`src/rtl/cc_level_loader_pkg.sv`:
```
// Shared types and constants for the level loader and the level data handler.
package cc_level_loader_pkg;

    localparam int LEVEL_DATAWIDTH         = 8;
    localparam int CURRENTLEVEL_DATAWIDTH  = 3;
    localparam int LEVELPROGRESS_DATAWIDTH = 5;
    localparam int ROWS                    = 8;

    typedef enum logic [1:0] {
        ST_IDLE   = 2'd0,
        ST_IMAGE  = 2'd1,
        ST_SCROLL = 2'd2,
        ST_DONE   = 2'd3
    } state_e;

    localparam logic [LEVELPROGRESS_DATAWIDTH-1:0] LEN_IMAGE = 5'd8;
    localparam logic [LEVELPROGRESS_DATAWIDTH-1:0] LEN_LVL1  = 5'd10;
    localparam logic [LEVELPROGRESS_DATAWIDTH-1:0] LEN_LVL2  = 5'd15;
    localparam logic [LEVELPROGRESS_DATAWIDTH-1:0] LEN_LVL3  = 5'd20;

    localparam logic [CURRENTLEVEL_DATAWIDTH-1:0] LVL_IMG1  = 3'd1;
    localparam logic [CURRENTLEVEL_DATAWIDTH-1:0] LVL_LANE1 = 3'd2;
    localparam logic [CURRENTLEVEL_DATAWIDTH-1:0] LVL_IMG2  = 3'd3;
    localparam logic [CURRENTLEVEL_DATAWIDTH-1:0] LVL_LANE2 = 3'd4;
    localparam logic [CURRENTLEVEL_DATAWIDTH-1:0] LVL_IMG3  = 3'd5;
    localparam logic [CURRENTLEVEL_DATAWIDTH-1:0] LVL_LANE3 = 3'd6;

    // Row count of a level; zero marks an invalid level code.
    function automatic logic [LEVELPROGRESS_DATAWIDTH-1:0] level_len(
        input logic [CURRENTLEVEL_DATAWIDTH-1:0] lvl);
        logic [LEVELPROGRESS_DATAWIDTH-1:0] len;
        case (lvl)
            LVL_IMG1, LVL_IMG2, LVL_IMG3: len = LEN_IMAGE;
            LVL_LANE1:                    len = LEN_LVL1;
            LVL_LANE2:                    len = LEN_LVL2;
            LVL_LANE3:                    len = LEN_LVL3;
            default:                      len = 5'd0;
        endcase
        return len;
    endfunction

    function automatic logic level_valid(input logic [CURRENTLEVEL_DATAWIDTH-1:0] lvl);
        return level_len(lvl) != 5'd0;
    endfunction

endpackage

```
`src/rtl/cc_level_loader_if.sv`:
```
// Bundle between the game FSM / data handler / display and the level loader.
interface cc_level_loader_if;
    import cc_level_loader_pkg::*;

    logic                                   CC_LEVEL_LOADER_Start_In;
    logic [CURRENTLEVEL_DATAWIDTH-1:0]      CC_LEVEL_LOADER_Level_In;
    logic                                   CC_LEVEL_LOADER_Tick_In;
    logic [LEVEL_DATAWIDTH-1:0]             CC_LEVEL_LOADER_LevelData_InBus;
    logic [CURRENTLEVEL_DATAWIDTH-1:0]      CC_LEVEL_LOADER_CurrentLvl_OutBus;
    logic [LEVELPROGRESS_DATAWIDTH-1:0]     CC_LEVEL_LOADER_LvlProgress_OutBus;
    logic [ROWS*LEVEL_DATAWIDTH-1:0]        CC_LEVEL_LOADER_Matrix_OutBus;
    logic                                   CC_LEVEL_LOADER_Busy_Out;
    logic                                   CC_LEVEL_LOADER_Done_Out;

    modport slave (
        input  CC_LEVEL_LOADER_Start_In, CC_LEVEL_LOADER_Level_In,
               CC_LEVEL_LOADER_Tick_In, CC_LEVEL_LOADER_LevelData_InBus,
        output CC_LEVEL_LOADER_CurrentLvl_OutBus, CC_LEVEL_LOADER_LvlProgress_OutBus,
               CC_LEVEL_LOADER_Matrix_OutBus, CC_LEVEL_LOADER_Busy_Out,
               CC_LEVEL_LOADER_Done_Out
    );

    modport master (
        output CC_LEVEL_LOADER_Start_In, CC_LEVEL_LOADER_Level_In,
               CC_LEVEL_LOADER_Tick_In, CC_LEVEL_LOADER_LevelData_InBus,
        input  CC_LEVEL_LOADER_CurrentLvl_OutBus, CC_LEVEL_LOADER_LvlProgress_OutBus,
               CC_LEVEL_LOADER_Matrix_OutBus, CC_LEVEL_LOADER_Busy_Out,
               CC_LEVEL_LOADER_Done_Out
    );

endinterface

```
`src/rtl/cc_level_rowbank.sv`:
```
// 8x8 playfield register bank: synchronous clear, indexed row write, shift-in at the top row.
module cc_level_rowbank
    import cc_level_loader_pkg::*;
(
    input  logic                             clk_i,
    input  logic                             rst_n_i,
    input  logic                             clr_i,
    input  logic                             wr_en_i,
    input  logic [2:0]                       wr_idx_i,
    input  logic                             shift_i,
    input  logic [LEVEL_DATAWIDTH-1:0]       data_i,
    output logic [ROWS*LEVEL_DATAWIDTH-1:0]  rows_o
);

    logic [ROWS*LEVEL_DATAWIDTH-1:0] rows_q;

    // Row r lives at [8r+7:8r]; a shift moves every row one place toward row 7.
    always_ff @(posedge clk_i or negedge rst_n_i) begin
        if (!rst_n_i) begin
            rows_q <= 64'd0;
        end else if (clr_i) begin
            rows_q <= 64'd0;
        end else if (shift_i) begin
            rows_q <= {rows_q[(ROWS-1)*LEVEL_DATAWIDTH-1:0], data_i};
        end else if (wr_en_i) begin
            rows_q[wr_idx_i*LEVEL_DATAWIDTH +: LEVEL_DATAWIDTH] <= data_i;
        end else begin
            rows_q <= rows_q;
        end
    end

    assign rows_o = rows_q;

endmodule

```
`src/rtl/cc_level_loader.sv`:
```
// Level loader: addresses the level ROM and fills the playfield by burst (odd levels) or per tick (even levels).
module cc_level_loader
    import cc_level_loader_pkg::*;
(
    input  logic               CC_LEVEL_LOADER_CLOCK_50,
    input  logic               CC_LEVEL_LOADER_RESET_InLow,
    cc_level_loader_if.slave   bus
);

    state_e                               state_q;
    logic [CURRENTLEVEL_DATAWIDTH-1:0]    lvl_q;
    logic [LEVELPROGRESS_DATAWIDTH-1:0]   prog_q;
    logic                                 busy_q;
    logic                                 done_q;

    logic                                 start_ok_s;
    logic                                 clr_s;
    logic                                 wr_s;
    logic                                 shift_s;
    logic [2:0]                           wr_idx_s;

    // Row bank strobes, decoded from the current state and the sampled inputs.
    always_comb begin
        start_ok_s = bus.CC_LEVEL_LOADER_Start_In && level_valid(bus.CC_LEVEL_LOADER_Level_In);
        clr_s      = 1'b0;
        wr_s       = 1'b0;
        shift_s    = 1'b0;
        wr_idx_s   = prog_q[2:0] - 3'd1;
        case (state_q)
            ST_IDLE:   clr_s   = start_ok_s;
            ST_IMAGE:  wr_s    = 1'b1;
            ST_SCROLL: shift_s = bus.CC_LEVEL_LOADER_Tick_In;
            default:   clr_s   = 1'b0;
        endcase
    end

    // Sequencer: state, level/progress addresses and registered status flags.
    always_ff @(posedge CC_LEVEL_LOADER_CLOCK_50 or negedge CC_LEVEL_LOADER_RESET_InLow) begin
        if (!CC_LEVEL_LOADER_RESET_InLow) begin
            state_q <= ST_IDLE;
            lvl_q   <= 3'd0;
            prog_q  <= 5'd0;
            busy_q  <= 1'b0;
            done_q  <= 1'b0;
        end else begin
            case (state_q)
                ST_IDLE: begin
                    done_q <= 1'b0;
                    if (start_ok_s) begin
                        lvl_q   <= bus.CC_LEVEL_LOADER_Level_In;
                        prog_q  <= 5'd1;
                        busy_q  <= 1'b1;
                        state_q <= bus.CC_LEVEL_LOADER_Level_In[0] ? ST_IMAGE : ST_SCROLL;
                    end else begin
                        prog_q  <= 5'd0;
                        busy_q  <= 1'b0;
                    end
                end
                ST_IMAGE: begin
                    if (prog_q == LEN_IMAGE) begin
                        prog_q  <= 5'd0;
                        busy_q  <= 1'b0;
                        done_q  <= 1'b1;
                        state_q <= ST_DONE;
                    end else begin
                        prog_q  <= prog_q + 5'd1;
                    end
                end
                ST_SCROLL: begin
                    // Equality stop keeps progress from ever running past the level length.
                    if (bus.CC_LEVEL_LOADER_Tick_In && (prog_q == level_len(lvl_q))) begin
                        prog_q  <= 5'd0;
                        busy_q  <= 1'b0;
                        done_q  <= 1'b1;
                        state_q <= ST_DONE;
                    end else if (bus.CC_LEVEL_LOADER_Tick_In) begin
                        prog_q  <= prog_q + 5'd1;
                    end else begin
                        prog_q  <= prog_q;
                    end
                end
                ST_DONE: begin
                    prog_q  <= 5'd0;
                    busy_q  <= 1'b0;
                    done_q  <= 1'b0;
                    state_q <= ST_IDLE;
                end
                default: begin
                    prog_q  <= 5'd0;
                    busy_q  <= 1'b0;
                    done_q  <= 1'b0;
                    state_q <= ST_IDLE;
                end
            endcase
        end
    end

    cc_level_rowbank u_rowbank (
        .clk_i    (CC_LEVEL_LOADER_CLOCK_50),
        .rst_n_i  (CC_LEVEL_LOADER_RESET_InLow),
        .clr_i    (clr_s),
        .wr_en_i  (wr_s),
        .wr_idx_i (wr_idx_s),
        .shift_i  (shift_s),
        .data_i   (bus.CC_LEVEL_LOADER_LevelData_InBus),
        .rows_o   (bus.CC_LEVEL_LOADER_Matrix_OutBus)
    );

    assign bus.CC_LEVEL_LOADER_CurrentLvl_OutBus  = lvl_q;
    assign bus.CC_LEVEL_LOADER_LvlProgress_OutBus = prog_q;
    assign bus.CC_LEVEL_LOADER_Busy_Out           = busy_q;
    assign bus.CC_LEVEL_LOADER_Done_Out           = done_q;

endmodule

```
`src/flat_wrapper.sv`:
```
// flat-port wrapper written by rule: the top's interface ports become plain ports
module cc_level_loader_flat import cc_level_loader_pkg::*;
  (CC_LEVEL_LOADER_CLOCK_50, CC_LEVEL_LOADER_RESET_InLow, bus_CC_LEVEL_LOADER_Start_In, bus_CC_LEVEL_LOADER_Level_In, bus_CC_LEVEL_LOADER_Tick_In, bus_CC_LEVEL_LOADER_LevelData_InBus, bus_CC_LEVEL_LOADER_CurrentLvl_OutBus, bus_CC_LEVEL_LOADER_LvlProgress_OutBus, bus_CC_LEVEL_LOADER_Matrix_OutBus, bus_CC_LEVEL_LOADER_Busy_Out, bus_CC_LEVEL_LOADER_Done_Out);
  cc_level_loader_if bus_i ();
  input  logic CC_LEVEL_LOADER_CLOCK_50;
  input  logic CC_LEVEL_LOADER_RESET_InLow;
  input wire logic [$bits(bus_i.CC_LEVEL_LOADER_Start_In)-1:0] bus_CC_LEVEL_LOADER_Start_In;
  input wire logic [$bits(bus_i.CC_LEVEL_LOADER_Level_In)-1:0] bus_CC_LEVEL_LOADER_Level_In;
  input wire logic [$bits(bus_i.CC_LEVEL_LOADER_Tick_In)-1:0] bus_CC_LEVEL_LOADER_Tick_In;
  input wire logic [$bits(bus_i.CC_LEVEL_LOADER_LevelData_InBus)-1:0] bus_CC_LEVEL_LOADER_LevelData_InBus;
  output wire logic [$bits(bus_i.CC_LEVEL_LOADER_CurrentLvl_OutBus)-1:0] bus_CC_LEVEL_LOADER_CurrentLvl_OutBus;
  output wire logic [$bits(bus_i.CC_LEVEL_LOADER_LvlProgress_OutBus)-1:0] bus_CC_LEVEL_LOADER_LvlProgress_OutBus;
  output wire logic [$bits(bus_i.CC_LEVEL_LOADER_Matrix_OutBus)-1:0] bus_CC_LEVEL_LOADER_Matrix_OutBus;
  output wire logic [$bits(bus_i.CC_LEVEL_LOADER_Busy_Out)-1:0] bus_CC_LEVEL_LOADER_Busy_Out;
  output wire logic [$bits(bus_i.CC_LEVEL_LOADER_Done_Out)-1:0] bus_CC_LEVEL_LOADER_Done_Out;
  assign bus_i.CC_LEVEL_LOADER_Start_In = bus_CC_LEVEL_LOADER_Start_In;
  assign bus_i.CC_LEVEL_LOADER_Level_In = bus_CC_LEVEL_LOADER_Level_In;
  assign bus_i.CC_LEVEL_LOADER_Tick_In = bus_CC_LEVEL_LOADER_Tick_In;
  assign bus_i.CC_LEVEL_LOADER_LevelData_InBus = bus_CC_LEVEL_LOADER_LevelData_InBus;
  assign bus_CC_LEVEL_LOADER_CurrentLvl_OutBus = bus_i.CC_LEVEL_LOADER_CurrentLvl_OutBus;
  assign bus_CC_LEVEL_LOADER_LvlProgress_OutBus = bus_i.CC_LEVEL_LOADER_LvlProgress_OutBus;
  assign bus_CC_LEVEL_LOADER_Matrix_OutBus = bus_i.CC_LEVEL_LOADER_Matrix_OutBus;
  assign bus_CC_LEVEL_LOADER_Busy_Out = bus_i.CC_LEVEL_LOADER_Busy_Out;
  assign bus_CC_LEVEL_LOADER_Done_Out = bus_i.CC_LEVEL_LOADER_Done_Out;
  cc_level_loader u_core (.CC_LEVEL_LOADER_CLOCK_50(CC_LEVEL_LOADER_CLOCK_50), .CC_LEVEL_LOADER_RESET_InLow(CC_LEVEL_LOADER_RESET_InLow), .bus(bus_i));
endmodule
```
`config.mk`:
```
export PLATFORM = sky130hd
export DESIGN_NAME = cc_level_loader_flat
export DESIGN_NICKNAME = d
export VERILOG_FILES = /design/src/rtl/cc_level_loader_pkg.sv /design/src/rtl/cc_level_loader_if.sv /design/src/rtl/cc_level_rowbank.sv /design/src/rtl/cc_level_loader.sv /design/src/flat_wrapper.sv
export SDC_FILE = /design/constraint.sdc
export NUM_CORES = 1
export LEC_CHECK = 0
export CORE_ASPECT_RATIO = 0.6
export CORE_MARGIN = 1.5
export CORE_UTILIZATION = 52
export DETAILED_ROUTE_END_ITERATION = 8
export PLACE_DENSITY_LB_ADDON = 0.08
export REMOVE_ABC_BUFFERS = 1
export SLEW_MARGIN = 0
export SYNTH_ARGS = -nofsm -noshare
export SYNTH_HDL_FRONTEND = slang
export SYNTH_HIERARCHICAL = 1
export SYNTH_SLANG_ARGS = --single-unit
```
`constraint.sdc`:
```
create_clock -name CC_LEVEL_LOADER_CLOCK_50 -period 2.9 [get_ports CC_LEVEL_LOADER_CLOCK_50]
set_input_delay 0.725 -clock CC_LEVEL_LOADER_CLOCK_50 [delete_from_list [all_inputs] [get_ports CC_LEVEL_LOADER_CLOCK_50]]
set_output_delay 0.725 -clock CC_LEVEL_LOADER_CLOCK_50 [all_outputs]
set_load 0.02 [all_outputs]
```
==> out/qor.csv <==
stage,metric,value,unit
timing,hold_ws,0.4108,ns
global_route,GR Overflow Total,0,
clocking,Longest Clk Path Bufs,2,
die,I/O Pins,89,
route,Total Wirelength,13.21,mm
global_route,GR Util met2,43.02,%
timing,Fin Clk Skew,0.006121,ns
power,Switch Pwr,3.475,mW
yosys,"FFs w/ async S/R, synth",100.0,%
worst_setup_path,CP max FO,8,
yosys,Post-Syn Area per Cell,11.80,um^2
worst_setup_path,CP bufs+invs,2,
job,Max Cap Viol,0,
placed_design,GP Congestion,0.9210,
power,switch share,46.56,%
global_route,largest net degree at the start of global routing,52,
timing,slew at the pin with the worst max-slew slack,0.7655,ns
global_route,met1 GRT Util,47.71,%
clocking,TritonCTS clock tree,done,
timing,FMAX,361.7,MHz
cells_and_area,fillers,598,
cells_and_area,Final #Nets,496,
clocking,clk sinks,76,
yosys,sequential fraction of the synthesis area,42.52,%
yosys,register bit total from synthesis,76,
cells_and_area,ANT cells,0,
route,Post-route DRC,0,
route,WL/cell,22.62,um
yosys,Synth cell types,57,
yosys,Post-synth EDFFs,0,
cells_and_area,Layout area overhead,29.99,%
placed_design,placed cells,568,
worst_hold_path,Hold Path Class,in -> async,
power,Flop pwr share,23.3,%
worst_setup_path,startpoint types,input port,
die,# rows,25,
worst_setup_path,WP data arrival,3.03,ns
yosys,"Top FF cell, synth",dfrtp_1,
yosys,synthesized area,0.004473,mm^2
die,Initial Util,55.21,%
timing,Final min period,2.765,ns
route,via count,3906,
die,area of the core,0.008102,mm^2
clocking,Root Driver,clkbuf_16,
global_route,GRT busiest layer,met1,
yosys,Synth warnings,6,
timing,RSZ-0062 raised after global routing,false,
die,Die X,122.7,um
timing,Max Slew Vio Count,0,
global_route,overall routing resource usage,30.84,%
worst_setup_path,CP max stage cell,a41o_1,
worst_setup_path,"Cell Chain, Critical Path",clkdlybuf4s50_1 -> or3_1 -> and3_1 -> and2_1 -> buf_4 -> nor3b_1 -> a41o_1 -> a22o_1,
worst_setup_path,Crit Path Category,in -> reg,
power,logic gate share of total power,62.1,%
worst_setup_path,"CP delay by family, top",simple AND/OR/NAND/NOR gates,
clocking,H-tree Lvls,3,
global_route,first-pass GRT wire length,21.22,mm
die,die footprint,0.009185,mm^2
timing,count of final setup violators,0,
timing,final hold viol count,0,
clocking,Post-CTS Setup Repair Bufs,0,
global_route,vias in the first global route,3740,
timing,setup tns final,0,ns
power,clock network fraction of total power,14.6,%
cells_and_area,layout cells sized above 1,17.65,%
cells_and_area,most frequent cells in the layout,"87 x clkdlybuf4s50_1, 76 x dfrtp_1, 49 x a22o_1, 32 x o2bb2ai_1, 31 x a32oi_1",
clocking,"Clk Latency, worst-skew pair",0.34,ns
power,peak supply drop,676.0,uV
placed_design,dpl hpwl,9.375,mm
worst_setup_path,CP max stage delay,0.48,ns
global_route,initial antenna violation count,0,
power,P per Cell Area,1283,mW/mm^2
timing,Final Cycle Share,95.33,%
placed_design,number of buffers added on ports,88,
die,DIE HEIGHT,74.84,um
route,iteration-0 DRC count of the detailed router,351,
global_route,GR Layer Usage met3,6.439,%
power,Leak Pwr,2.360,nW
worst_setup_path,Worst Path Required,3.17,ns
cells_and_area,non-filler instance count after layout,584,
timing,relative slew slack,48.97,%
worst_setup_path,crit path capture type,flip-flop,
route,DR vias/cell,6.688,
power,internal cell power,3.988,mW
route,post-route ant nets,0,
yosys,Cells after Synth,379,
outcome,status,"complete, no violations",
clocking,total CTS buffers,9,
cells_and_area,"commonest non-fill, non-tap cell in the layout",clkdlybuf4s50_1,
clocking,Clock transition at path regs,0.06,ns
route,DRT Pass-1 Iters,5,
## power by group through the flow
stage               Combinational [mW]  Clock (mW)  Sequential [mW]
floorplan                         2.32           0             2.09
global placement                  4.42           0             1.74
detailed placement                4.51           0             1.74
CTS                               4.54        1.10             1.74
global route                      4.89        1.16             1.79
finish                            4.63        1.09             1.74
## state kept, by name, indices dropped and copies added, names as in the netlist
register                                       count
u_core/state_q                                     2
u_core/bus.CC_LEVEL_LOADER_Done_Out                1
u_core/bus.CC_LEVEL_LOADER_CurrentLvl_OutBus       3
u_core/bus.CC_LEVEL_LOADER_Busy_Out                1
u_core/u_rowbank/rows_o                           64
u_core/bus.CC_LEVEL_LOADER_LvlProgress_OutBus      5
## synth_stat cells (all sizes together) (4+ instances only)
library cell / n / share of area (%)
nor4bb: 17 / 3.8
clkbuf: 12 / 1.0
mux2: 7 / 1.9
ha: 10 / 2.8
nor2b: 12 / 1.7
o21ai: 6 / 0.67
a22o: 49 / 9.6
a31oi: 4 / 1.2
a21oi: 6 / 1.3
dfrtp: 76 / 43
o2bb2ai: 32 / 6.3
and4b: 8 / 1.8
buf: 24 / 3.7
a32oi: 31 / 6.1
nand2: 10 / 0.90
inv: 13 / 1.1
a32o: 8 / 1.8
nand3: 5 / 0.56
nor2: 7 / 0.64
a41oi: 7 / 3.6
and2: 4 / 0.56
## logic make-up (layout without fill, tap and decap cells)
kind of cell,count (synthesis),count (layout),share of synthesized area [%]
XOR/XNOR,2,2,0.3917
AO/OA/AOI/OAI,156,156,33.45
adder cells (fa/ha/maj),10,10,2.797
multiplexers,7,7,1.930
buffers and inverters,49,146,5.790
AND/OR/NAND/NOR,79,79,13.12
flip-flops,76,76,42.52
## final cells by class
type	instances	area, um^2	share of cell area, %
flip-flops and latches	76	1902	32.71
multi-input cells	254	2335	40.15
inverters	13	48.80	0.8393
clock inverters	5	52.55	0.9038
clock buffers	11	232.7	4.003
well taps	108	135.1	2.324
repair buffers	117	1109	19.07
## through the flow
step	utilization, %	total power [mW]	setup slack [ns]	instance area [um^2]
finish	71.77	7.462	0.1355	5814
floorplan	-	4.410	-0.8667	4263
CTS	71.58	7.377	0.02783	5799
detailed placement	68.06	6.251	-0.1198	5514
global route	71.77	7.835	0.002509	5814
global placement	68.06	6.160	-0.09392	5514
## repair_timing
action	4_1_cts	5_1_grt
hold buffers	0	0
gates resized for setup	0	3
endpoints found under the setup margin	0	32
endpoints found under the hold margin	0	0
## worst paths after layout
| path | cells after the start | to | from | slack [ns] |
|---|---|---|---|---|
| worst min register to register | 1 | u_core/u_rowbank/rows_o[59] | u_core/u_rowbank/rows_o[59] | 0.51 |
| max in group asynchronous | 2 | u_core/u_rowbank/rows_o[31] | CC_LEVEL_LOADER_RESET_InLow | 1.87 |
| min in group CC_LEVEL_LOADER_CLOCK_50 | 1 | u_core/u_rowbank/rows_o[59] | u_core/u_rowbank/rows_o[59] | 0.51 |
| worst max register to register | 10 | u_core/u_rowbank/rows_o[38] | u_core/bus.CC_LEVEL_LOADER_LvlProgress_OutBus[0] | 0.15 |
| worst max-delay path | 8 | u_core/u_rowbank/rows_o[6] | bus_CC_LEVEL_LOADER_Level_In[0] | 0.14 |
| worst min-delay path | 1 | u_core/bus.CC_LEVEL_LOADER_LvlProgress_OutBus[2] | CC_LEVEL_LOADER_RESET_InLow | 0.41 |
## worst reg2reg max path, stage by stage (launching register included)
cell	delay (ns)
dfrtp_1	0.37
inv_1	0.11
ha_1	0.24
inv_1	0.07
inv_1	0.04
ha_1	0.20
ha_1	0.31
buf_4	0.30
and2_2	0.40
a41oi_2	0.35
o2bb2ai_1	0.28
## layer usage
layer  vias to the layer above  part of all wire (%)
met4                         0                   1.5
met5                         -                     0
li1                       1734                     -
met3                        19                   6.4
met1                      1986                    50
met2                       167                    42
Power figures use the tool's default switching activity.
